File: config.mk
export PLATFORM = sky130hd
export DESIGN_NAME = mem_port_arbiter
export DESIGN_NICKNAME = d
export VERILOG_FILES = /design/src/rtl/mem_arb_pkg.sv /design/src/rtl/arb_wait_counter.sv /design/src/rtl/mem_port_arbiter.sv
export SDC_FILE = /design/constraint.sdc
export NUM_CORES = 1
export LEC_CHECK = 0
export BUFFER_PORTS_ARGS = -buffer_cell sky130_fd_sc_hd__buf_2
export CELL_PAD_IN_SITES_DETAIL_PLACEMENT = 0
export CELL_PAD_IN_SITES_GLOBAL_PLACEMENT = 1
export CORE_MARGIN = 1.5
export CORE_UTILIZATION = 39
export DETAILED_ROUTE_END_ITERATION = 8
export GPL_ROUTABILITY_DRIVEN = 0
export PLACE_DENSITY = 0.87
export SYNTH_ARGS = -nofsm -noshare
export SYNTH_HDL_FRONTEND = slang
export SYNTH_SLANG_ARGS = --single-unit
File: constraint.sdc
create_clock -name Clock -period 4.3 [get_ports Clock]
set_input_delay 0.86 -clock Clock [delete_from_list [all_inputs] [get_ports Clock]]
set_output_delay 0.86 -clock Clock [all_outputs]
set_load 0.1 [all_outputs]
File: src/rtl/mem_arb_pkg.sv
// Shared types and parameter defaults for the instruction/data memory port arbiter.
package mem_arb_pkg;

  typedef enum logic [1:0] {
    IDLE   = 2'd0,
    ACCESS = 2'd1,
    DONE   = 2'd2
  } state_t;

  typedef enum logic {
    OWN_IF = 1'b0,
    OWN_DM = 1'b1
  } owner_t;

  localparam int unsigned DEF_ADDR_W     = 32;
  localparam int unsigned DEF_DATA_W     = 32;
  localparam int unsigned DEF_MEM_LAT    = 2;
  localparam int unsigned DEF_STARVE_MAX = 4;

  // Wide enough for the 1..15 legal range of MEM_LAT and STARVE_MAX.
  localparam int unsigned CNT_W = 4;

endpackage

File: src/rtl/arb_wait_counter.sv
// Wait-state down-counter: loadable, decrements on request, flags zero.
module arb_wait_counter #(
  parameter int unsigned W = 4
) (
  input  logic         i_clk,
  input  logic         i_rst_n,
  input  logic         i_load,
  input  logic [W-1:0] i_load_val,
  input  logic         i_dec,
  output logic         o_zero
);

  logic [W-1:0] r_cnt;

  always_ff @(posedge i_clk or negedge i_rst_n) begin
    if (!i_rst_n) begin
      r_cnt <= '0;
    end else if (i_load) begin
      r_cnt <= i_load_val;
    end else if (i_dec) begin
      r_cnt <= r_cnt - 1'b1;
    end
  end

  assign o_zero = (r_cnt == '0);

endmodule

File: src/rtl/mem_port_arbiter.sv
// Arbitrates fetch and data ports onto one single-port memory (IDLE/ACCESS/DONE).
// Define MEM_ARB_STARVE_GUARD_EN to bound consecutive data grants while fetch waits.
module mem_port_arbiter
  import mem_arb_pkg::*;
#(
  parameter int unsigned ADDR_W     = DEF_ADDR_W,
  parameter int unsigned DATA_W     = DEF_DATA_W,
  parameter int unsigned MEM_LAT    = DEF_MEM_LAT,
  parameter int unsigned STARVE_MAX = DEF_STARVE_MAX
) (
  input  logic              Clock,
  input  logic              Reset,
  input  logic              if_req,
  input  logic [ADDR_W-1:0] if_addr,
  output logic              if_gnt,
  output logic              if_valid,
  output logic [DATA_W-1:0] if_rdata,
  input  logic              dm_req,
  input  logic              dm_we,
  input  logic [ADDR_W-1:0] dm_addr,
  input  logic [DATA_W-1:0] dm_wdata,
  output logic              dm_gnt,
  output logic              dm_valid,
  output logic [DATA_W-1:0] dm_rdata,
  output logic              mem_en,
  output logic              mem_we,
  output logic [ADDR_W-1:0] mem_addr,
  output logic [DATA_W-1:0] mem_wdata,
  input  logic [DATA_W-1:0] mem_rdata
);

  state_t r_state;
  owner_t r_owner;
  logic   w_any_req;
  logic   w_pick_if;
  logic   w_zero;
  logic   w_load;
  logic   w_dec;

  assign w_any_req = if_req | dm_req;

`ifdef MEM_ARB_STARVE_GUARD_EN
  logic [CNT_W-1:0] r_streak;

  assign w_pick_if = if_req && (!dm_req || (r_streak == CNT_W'(STARVE_MAX)));

  // Streak only grows on a dm grant that left a fetch waiting.
  always_ff @(posedge Clock or negedge Reset) begin
    if (!Reset) begin
      r_streak <= '0;
    end else if (r_state == IDLE) begin
      if (!if_req || w_pick_if) begin
        r_streak <= '0;
      end else begin
        r_streak <= r_streak + 1'b1;
      end
    end
  end
`else
  assign w_pick_if = if_req && !dm_req;
`endif

  // Grants are combinational; gated by Reset so none appears while held in reset.
  assign if_gnt = Reset && (r_state == IDLE) && w_pick_if;
  assign dm_gnt = Reset && (r_state == IDLE) && dm_req && !w_pick_if;

  assign w_load = (r_state == IDLE) && w_any_req;
  assign w_dec  = (r_state == ACCESS) && !w_zero;

  arb_wait_counter #(
    .W (CNT_W)
  ) u_wait_cnt (
    .i_clk      (Clock),
    .i_rst_n    (Reset),
    .i_load     (w_load),
    .i_load_val (CNT_W'(MEM_LAT - 1)),
    .i_dec      (w_dec),
    .o_zero     (w_zero)
  );

  always_ff @(posedge Clock or negedge Reset) begin
    if (!Reset) begin
      r_state   <= IDLE;
      r_owner   <= OWN_IF;
      if_valid  <= 1'b0;
      if_rdata  <= '0;
      dm_valid  <= 1'b0;
      dm_rdata  <= '0;
      mem_en    <= 1'b0;
      mem_we    <= 1'b0;
      mem_addr  <= '0;
      mem_wdata <= '0;
    end else begin
      case (r_state)
        IDLE: begin
          if (w_any_req) begin
            mem_en <= 1'b1;
            if (w_pick_if) begin
              r_owner  <= OWN_IF;
              mem_addr <= if_addr;
              mem_we   <= 1'b0;
            end else begin
              r_owner   <= OWN_DM;
              mem_addr  <= dm_addr;
              mem_we    <= dm_we;
              mem_wdata <= dm_wdata;
            end
            r_state <= ACCESS;
          end
        end
        ACCESS: begin
          if (w_zero) begin
            mem_en <= 1'b0;
            mem_we <= 1'b0;
            if (r_owner == OWN_IF) begin
              if_valid <= 1'b1;
              if_rdata <= mem_rdata;
            end else begin
              dm_valid <= 1'b1;
              // Write acks keep the previous read data.
              if (!mem_we) begin
                dm_rdata <= mem_rdata;
              end
            end
            r_state <= DONE;
          end
        end
        DONE: begin
          if_valid <= 1'b0;
          dm_valid <= 1'b0;
          r_state  <= IDLE;
        end
        default: begin
          r_state <= IDLE;
        end
      endcase
    end
  end

endmodule

==> results of run 1 <==
[flip-flops by register name (all words and copies together) (netlist names), 2 cells and up]
name and cells:
dm_rdata 32, if_rdata 32, mem_addr 32, mem_wdata 32
u_wait_cnt.r_cnt 4, r_state 2
[per-stage QoR]
step	utilization [%]	area [um^2]
detailed placement	49.84	7188
CTS	54.08	7800
global route	54.08	7800
floorplan	-	5703
global placement	49.84	7188
finish	54.08	7800
[metal layers]
metal	up-vias	track usage [%]	wire, um
li1	1987	-	-
met1	1974	19.00	5117
met2	164	28.63	6393
met3	11	5.861	1036
met4	0	6.108	159
met5	-	0	0
[layout by cell type (no fill, tap or decap), types with 2 or more instances in the layout]
cell type | synthesis | layout
clkinv_2 | 0 | 3
nor3b_1 | 2 | 2
nand3_1 | 6 | 6
a21oi_1 | 4 | 4
buf_2 | 6 | 265
a32o_1 | 2 | 2
clkbuf_16 | 0 | 17
clkbuf_1 | 9 | 2
o21ai_0 | 40 | 39
dfrtp_1 | 139 | 139
mux2i_1 | 33 | 33
and3_1 | 2 | 2
nand2_1 | 38 | 38
ha_1 | 6 | 6
clkinvlp_4 | 0 | 2
inv_1 | 6 | 6
buf_4 | 3 | 5
clkbuf_8 | 0 | 3
bufinv_16 | 0 | 3
mux2_2 | 93 | 93
mux2_1 | 4 | 4
[worst min path at each step]
stage | from | endpoint | slack [ns] | cells past startpoint
2_1_floorplan | r_state[1] | r_state[1] | 0.51 | 1
3_3_place_gp | mem_addr[0] | mem_addr[0] | 0.46 | 2
3_5_place_dp | mem_addr[17] | mem_addr[17] | 0.47 | 2
4_1_cts | Reset | mem_wdata[10] | 0.44 | 1
5_1_grt | Reset | mem_wdata[25] | 0.45 | 1
6_report | Reset | mem_wdata[17] | 0.42 | 1
[kinds of logic after synthesis]
logic type	after synthesis
AOI/OAI and AO/OA	51
adders and majority gates	6
and+or+nand+nor	57
muxes	130
buffers and inverters	31
DFF	139
[worst register-to-register path, delay by kind of cell, from the launching register on]
kind | cells | cell delay [ns]
buffers and inverters | 1 | 0.11
muxes | 1 | 0.59
DFF | 1 | 0.39
adders and majority gates | 1 | 0.38
and+or+nand+nor | 1 | 0.82
[final cells by class]
cell class,instances,area (um^2)
multi-input cells,244,2078
inverters,7,26.28
clock inverters,10,137.6
fillers,1268,6624
well taps,184,230.2
clock buffers,22,474.2
flip-flops and latches,139,3478
repair buffers,271,1375
==> metrics, run 1 <==
run status=finished clean; Post-Synth Simple-Gate Area=slightly below 5%; Setup WS pre-CTS=roughly 1.4 ns; Placed Cells=around 850; Syn Nets=553; Vias/cell=roughly 4.7; WP data arrival=1.98 ns; Crit. Startpoint=Reset; Clock Sinks=139; hold_ws=0.4236 ns; worst-path maximum fanout=61; CTS Hold Bufs=0; PostCTS Resize Cnt=0; Synth Area per Inst=approximately 14 um^2; DR DRC count=0; top-count cell post-synth=dfrtp_1; slowest cell delay on critical path=0.44 ns; Compound-Gate Fraction of Synth Area=4.892%; Root Buffer=clkbuf_16; synthesized flop and latch total=~140; post-DR wirelength/cell=14.49 um; Initial DRT Pass Iterations=4; R2R cell count=4; die area=15360 um^2; Mapped Area=5703 um^2; Routed WL=~13000 um; fmax=approximately 0.35 GHz; top cells by count, synth=dfrtp_1, mux2_2, o21ai_0; final setup fails=0; largest net degree at the start of global routing=82; detailed placement HPWL=9406 um; vias in the first global route=4177; number of max-cap violations=0; CP Cell Sequence=buf_6 -> and3_1 -> buf_2; final-stage net count=819; post-synthesis mux area share=24.95%; Clock Latency Late Sink=0.41 ns; initial antenna violation count=0; r2r endpoint=mem_wdata[9]; fin crit period=2.844 ns; Clock Skew=0.01309 ns; top-area cell type share of the netlist area=60.99%; distinct cell type count after synthesis=32; HP Class=in -> async; clock buffer depth=2; Post-CTS Setup Inserts=0; core area=14420 um^2; global route overflow=0; ranking of synthesized cells by area=dfrtp_1, mux2_2, mux2i_1; Synth Area in Adders=between 1 and 1.5%; overall via count from detail_route=4136; Ant. Diodes=0; crit start category=input port; Final Hold Fails=0; Antenna Nets Post-Route=0; Synth area leader=dfrtp_1; Starting Density=39.54%; critical path start-end classification=in -> out; synthesized netlist cell count=between 400 and 500; Max-slew headroom=14.44%; worst path bufs/invs=2; Worst Max-Slew Pin Slew=between 1 and 1.5 ns; crit path capture type=output port; Main synth FF type=dfrtp_1; cell family with most CP delay=buffers and inverters; initial drt markers=111; reg2reg setup slack=1.89 ns; FFs w/ async S/R, synth=100.0%; IO Port Bufs=266; Pins Over Slew Limit=0; unrepaired setup endpoints after global routing=false; setup ws final=1.456 ns; synth warn=0; first-pass GRT wire length=between 15000 and 20000 um; H-tree depth=4; Seq/Total Area, Yosys=60.99%; Final TNS setup=0 ns; IO Count=267; Stages on worst setup path=3; R2R Path Start=r_state[0]; clock slew at reported path FFs=0.05 ns; Critical Path RT=3.44 ns; end point of the critical path=if_gnt; share of post-route cells with drive strength above 1=a little under three fifths; largest family of logic cells by synthesized area=multiplexers; final period utilization=66.14%; die height=123.9 um; final non-filler cell total=877; Post-Synth XOR/XNOR Area=0%; EDFF count, synth=0; Rows=44; total global-route track usage=16.59%; CP max stage cell=buf_2; cts bufs inserted=17; Die X-Extent=roughly 120 um; CTS tree=done; Area Growth Syn to Fin=36.77%
Power of run 1 is left out: the tool's default activity adds up to more than one toggle a clock period on the data nets, which glitch-free logic cannot reach.
==> run 2: changes to the inputs <==
--- a/config.mk
+++ b/config.mk
@@ -5,14 +5,15 @@
 export SDC_FILE = /design/constraint.sdc
 export NUM_CORES = 1
 export LEC_CHECK = 0
+export ABC_AREA = 1
 export BUFFER_PORTS_ARGS = -buffer_cell sky130_fd_sc_hd__buf_2
 export CELL_PAD_IN_SITES_DETAIL_PLACEMENT = 0
 export CELL_PAD_IN_SITES_GLOBAL_PLACEMENT = 1
 export CORE_MARGIN = 1.5
-export CORE_UTILIZATION = 39
+export CORE_UTILIZATION = 33
 export DETAILED_ROUTE_END_ITERATION = 8
 export GPL_ROUTABILITY_DRIVEN = 0
-export PLACE_DENSITY = 0.87
+export PLACE_DENSITY = 0.81
 export SYNTH_ARGS = -nofsm -noshare
 export SYNTH_HDL_FRONTEND = slang
 export SYNTH_SLANG_ARGS = --single-unit
==> constraint.sdc (replaced) <==
create_clock -name Clock -period 3 [get_ports Clock]
set_input_delay 0.6 -clock Clock [delete_from_list [all_inputs] [get_ports Clock]]
set_output_delay 0.6 -clock Clock [all_outputs]
set_load 0.1 [all_outputs]
==> run 2 against run 1 <==
Synthesized area rose by 1.6%. Clock skew decreased by 0.0055 ns. Core utilization fell by 7.7 points. Setup slack got worse by 0.77 ns. First-iteration DRC count grew 110%. Synthesized cell count is 69% higher. Hold slack got worse by 0.13 ns. Critical endpoint unchanged. Largest cell class unchanged.
==> metrics, run 2 <==
run status=finished clean; R2R cell count=7 (+3); final setup fails=0 (unchanged); Ant. Diodes=0 (unchanged); PostCTS Resize Cnt=0 (unchanged); Seq/Total Area, Yosys=60.06% (-0.94 points); fmax=0.4318 GHz; crit path capture type=output port; DR DRC count=0 (unchanged); most frequent cells in the layout=nand2_1, buf_2, dfrtp_1; leading cell type in the layout, fill and taps excluded=nand2_1; Clock Skew=0.007631 ns (-0.005464 ns); cts bufs inserted=17 (unchanged); Post-CTS Setup Inserts=0 (unchanged); synth warn=0 (unchanged); Syn Nets=838 (+52%); final-stage net count=1099 (+34%); Clock Sinks=139 (unchanged); Critical Path RT=2.40 ns (-1.04 ns); initial antenna violation count=0 (unchanged); clock slew at reported path FFs=0.06 ns (about the same); distinct cell type count after synthesis=19 (-41%); CTS tree=done; Worst Max-Slew Pin Slew=0.7374 ns (-0.5430 ns); initial drt markers=228 (+110%); H-tree depth=4 (unchanged); detailed placement HPWL=11090 um (+18%); first-pass GRT wire length=25150 um (+29%); post-DR wirelength/cell=13.13 um (-9.4%); synthesized netlist cell count=699 (+69%); Die X-Extent=135.5 um (+9.3%); reg2reg setup slack=1.19 ns (-0.70 ns); number of max-cap violations=0 (unchanged); fin crit period=2.316 ns; FFs w/ async S/R, synth=100.0% (unchanged); Root Buffer=clkbuf_16; overall via count from detail_route=5164 (+25%); final period utilization=a little under 80%; critical path start-end classification=reg -> out; clock buffer depth=2 (unchanged); CTS Hold Bufs=0 (unchanged); vias in the first global route=5002 (+20%); Synth Area per Inst=8.286 um^2 (-40%); top-count cell post-synth=nand2_1; Max-slew headroom=50.84% (+36 points); Synth area leader=dfrtp_1; EDFF count, synth=0 (unchanged); Crit. Startpoint=r_state[0]; Initial DRT Pass Iterations=4 (unchanged); Area Growth Syn to Fin=38.00%; synthesized flop and latch total=139 (unchanged); Routed WL=15720 um (+24%); total global-route track usage=17.62% (+1.0 points); IO Count=267 (unchanged); largest net degree at the start of global routing=140 (+71%); end point of the critical path=if_gnt; Rows=48 (+9.1%); ranking of synthesized cells by area=dfrtp_1, nand2_1, o21ai_1; worst-path maximum fanout=4 (-93%); top cells by count, synth=nand2_1, dfrtp_1, inv_1; die height=135.5 um (+9.3%); Clock Latency Late Sink=0.42 ns (about the same); top-area cell type share of the netlist area=60.06% (-0.94 points); Main synth FF type=dfrtp_1; HP Class=in -> async; unrepaired setup endpoints after global routing=false; core area=17240 um^2 (+20%); Pins Over Slew Limit=0 (unchanged); Mapped Area=5792 um^2 (+1.6%); IO Port Bufs=266 (unchanged); Final Hold Fails=0 (unchanged); die area=18350 um^2 (+20%); crit start category=flop; Antenna Nets Post-Route=0 (unchanged); r2r endpoint=if_rdata[26]; Starting Density=33.60% (-5.9 points); share of post-route cells with drive strength above 1=32.30% (-25 points); global route overflow=0 (unchanged); Vias/cell=4.314 (-8.5%); layout filler cell count=1716 (+35%); Final TNS setup=0 ns (unchanged); WP data arrival=1.72 ns (-0.26 ns); R2R Path Start=r_state[1]
run 2: cell types whose count changed in the layout (fill, tap and decap cells not counted), sizes merged, moves of 7 or more:
cell / before / now
nand2: 38 / 381
mux2: 97 / 0
inv: 8 / 51
mux2i: 33 / 0
o21ai: 40 / 65
nor2: 0 / 7
run 2: worst max-delay path: stages, from the launching register on:
cell	delay [ns]
dfrtp_1	0.41
inv_1	0.09
ha_1	0.21
inv_1	0.12
nor3_2	0.27
buf_12	0.21
run 2: final cells by class:
| type | count | area (um^2) | share of cell area (%) |
|---|---|---|---|
| Sequential cell | 139 | 3478 | 43.52 |
| Multi-Input combinational cell | 478 | 1986 | 24.84 |
| Timing Repair Buffer | 274 | 1440 | 18.02 |
| Clock buffer | 21 | 480.5 | 6.011 |
| Tap cell | 225 | 281.5 | 3.522 |
| Inverter | 50 | 187.7 | 2.348 |
| Clock inverter | 10 | 138.9 | 1.738 |
run 2: kinds of logic (layout without fill, tap and decap cells):
| kind of cell | Yosys count | in the layout | share of synthesized area (%) |
|---|---|---|---|
| DFF | 139 | 139 | 60.06 |
| AOI/OAI and AO/OA | 68 | 68 | 6.092 |
| buffers and inverters | 82 | 355 | 5.790 |
| and+or+nand+nor | 404 | 404 | 26.77 |
| adders and majority gates | 6 | 6 | 1.296 |
run 2: worst min-delay path by stage:
stage,to,slack [ns],cells past startpoint
floorplan,dm_rdata[0],0.30,0
global placement,if_valid,0.46,2
detailed placement,mem_addr[12],0.46,2
CTS,mem_wdata[2],0.34,2
global route,mem_wdata[27],0.33,2
finish,mem_wdata[23],0.29,2
run 2: stage by stage:
| step | instance area (um^2) | hold slack (ns) | instances | worst slack [ns] | util (%) |
|---|---|---|---|---|---|
| floorplan | 5797 | 0.3044 | 699 | 0.1421 | - |
| global placement | 7373 | 0.4553 | 1166 | 1.068 | 42.78 |
| detailed placement | 7373 | 0.4596 | 1166 | 1.080 | 42.78 |
| CTS | 7993 | 0.3374 | 1197 | 0.6460 | 46.37 |
| global route | 7993 | 0.3316 | 1197 | 0.5850 | 46.37 |
| finish | 7993 | 0.2936 | 1197 | 0.6841 | 46.37 |
run 2: per-layer routing:
metal  GRT usage, %  share of wire (%)  wire (um)  vias up
met5              0                  0          0        -
li1               -                  -          -     2656
met2          29.31                 49       7733      139
met1          21.64                 43       6826     2337
met3          4.190                4.6        718       32
met4          8.244                2.8        442        0
Power of run 2 is left out for the same reason.
==> run 3: changes to the inputs <==
==> constraint.sdc (replaced) <==
create_clock -name Clock -period 2.3 [get_ports Clock]
set_input_delay 0.46 -clock Clock [delete_from_list [all_inputs] [get_ports Clock]]
set_output_delay 0.46 -clock Clock [all_outputs]
set_load 0.1 [all_outputs]
==> run 3 against run 2 <==
Clock skew hardly changed. Largest cell class unchanged. First-iteration DRC count up 6.6%. Count of clock-buffer cells in the layout fell by 1. Die area stayed put. Sequential share of layout area is essentially flat. Final cell count about the same. Global-route usage up 0.44 points. Sequential cell count is the same. Setup slack lost 0.53 ns. Core utilization about the same.
==> metrics, run 3 (synthesis gave the netlist of run 2 again) <==
run status=finished clean; initial drt markers=243 (+6.6%); Starting Density=33.60% (unchanged); vias in the first global route=5102 (+2.0%); clock slew at reported path FFs=0.06 ns (about the same); Final Hold Fails=0 (unchanged); Rows=48 (unchanged); share of post-route cells with drive strength above 1=32.13% (-0.17 points); hold_ws=0.09776 ns (-0.1958 ns); H-tree depth=4 (unchanged); CP most frequent cell=inv_1; number of max-cap violations=0 (unchanged); Worst Max-Slew Pin Slew=0.7835 ns (+0.04607 ns); cts bufs inserted=17 (unchanged); CTS tree=done; cell family with most CP delay=buffers and inverters; unrepaired setup endpoints after global routing=false; Clock Sinks=139 (unchanged); DR DRC count=0 (unchanged); HP Class=in -> async; worst path bufs/invs=3 (unchanged); WL met2=7872 um (+1.8%); detailed placement HPWL=11230 um (+1.3%); CP Cell Sequence=inv_1 -> ha_1 -> inv_1 -> nor3_2 -> buf_12; storage element area=3478 um^2 (unchanged); IO Count=267 (unchanged); Area Growth Syn to Fin=37.98% (about the same); Routed WL=15960 um (+1.5%); DRT met1 WL=6872 um (+0.67%); fin crit period=between 2 and 2.5 ns; Max-slew headroom=47.77% (-3.1 points); design area=7991 um^2 (about the same); IO Port Bufs=266 (unchanged); Post-CTS Setup Inserts=0 (unchanged); Top Layer Used=met4; most frequent cells in the layout=nand2_1, buf_2, dfrtp_1; Pins Over Slew Limit=0 (unchanged); total global-route track usage=18.07% (+0.44 points); layout filler cell count=1746 (+1.7%); met3 routed WL=784 um (+9.2%); slowest cell delay on critical path=0.41 ns (about the same); Critical Path RT=1.84 ns (-0.56 ns); Clock Latency Late Sink=0.42 ns (about the same); final-stage net count=1099 (unchanged); multi-input gate area in the final layout=1988 um^2 (+0.13%); leading cell type in the layout, fill and taps excluded=nand2_1; Antenna Nets Post-Route=0 (unchanged); Clock Skew=0.007955 ns (+0.0003244 ns); post-DR wirelength/cell=13.35 um (+1.6%); overall via count from detail_route=5134 (-0.58%); crit path capture type=output port; Die X-Extent=135.5 um (unchanged); Vias/cell=4.293 (-0.50%); final core occ=46.36% (about the same); Root Buffer=clkbuf_16; die area=18350 um^2 (unchanged); DP Area=7401 um^2 (+0.37%); CTS Hold Bufs=0 (unchanged); core area=17240 um^2 (unchanged); first-pass GRT wire length=25770 um (+2.5%); Ant. Diodes=0 (unchanged); Initial DRT Pass Iterations=4 (unchanged); critical path start-end classification=reg -> out; fmax=0.4657 GHz; crit start category=flop; global route overflow=0 (unchanged); clock buffer depth=2 (unchanged); initial antenna violation count=0 (unchanged); final setup fails=0 (unchanged); final period utilization=93.36%; CP max stage cell=dfrtp_1; WP data arrival=1.69 ns (-0.03 ns); largest net degree at the start of global routing=140 (unchanged); worst-path maximum fanout=4 (unchanged); PostCTS Resize Cnt=0 (unchanged); die height=135.5 um (unchanged)
## run 3: cell count changes in the layout (fill, tap and decap cells not counted)
| cell | change |
|---|---|
| clkinvlp_4 | +2 |
| buf_12 | +2 |
| clkbuf_8 | -3 |
| nor2_1 | -1 |
| clkinv_2 | -2 |
| buf_4 | -2 |
| nor2_2 | +1 |
| clkbuf_1 | +2 |
## run 3: layout make-up
cell class,count,area share [%]
multi-input combinational,478,24.88
tap,225,3.523
sequential,139,43.53
timing repair buffer,274,18.33
clock buffer,20,5.589
clock inverter,10,1.801
inverter,50,2.349
## run 3: worst paths after layout
path,from,depth (start not counted),end,slack (ns)
max in group asynchronous,Reset,2,mem_addr[26],1.57
worst min register to register,mem_addr[12],2,mem_addr[12],0.47
worst min-delay path,Reset,2,mem_addr[6],0.1
worst max register to register,r_state[0],7,r_owner,0.58
min in group Clock,dm_wdata[10],3,mem_wdata[10],0.23
worst max-delay path,r_state[0],5,if_gnt,0.15
## run 3: routing by layer
layer,up-vias,global-route usage (%)
li1,2656,-
met5,-,0
met2,134,30.33
met3,33,5.200
met4,0,7.706
met1,2311,21.65
## run 3: metrics by stage
stage	setup TNS [ns]	worst slack, ns	cells
after floorplan	-0.2779	-0.2779	699
after global placement	0	0.6110	1166
after detailed placement	0	0.5781	1166
after CTS	0	0.1219	1196
after global routing	0	0.05484	1196
final	0	0.1528	1196
## run 3: worst reg2reg max path: cells and delay by family, from the launching register on
kind            cells  cell delay, ns
fa+ha+maj           1            0.22
buf+inv             4            0.83
compound gates      2            0.21
flops               1            0.39
Power of run 3 is left out for the same reason.
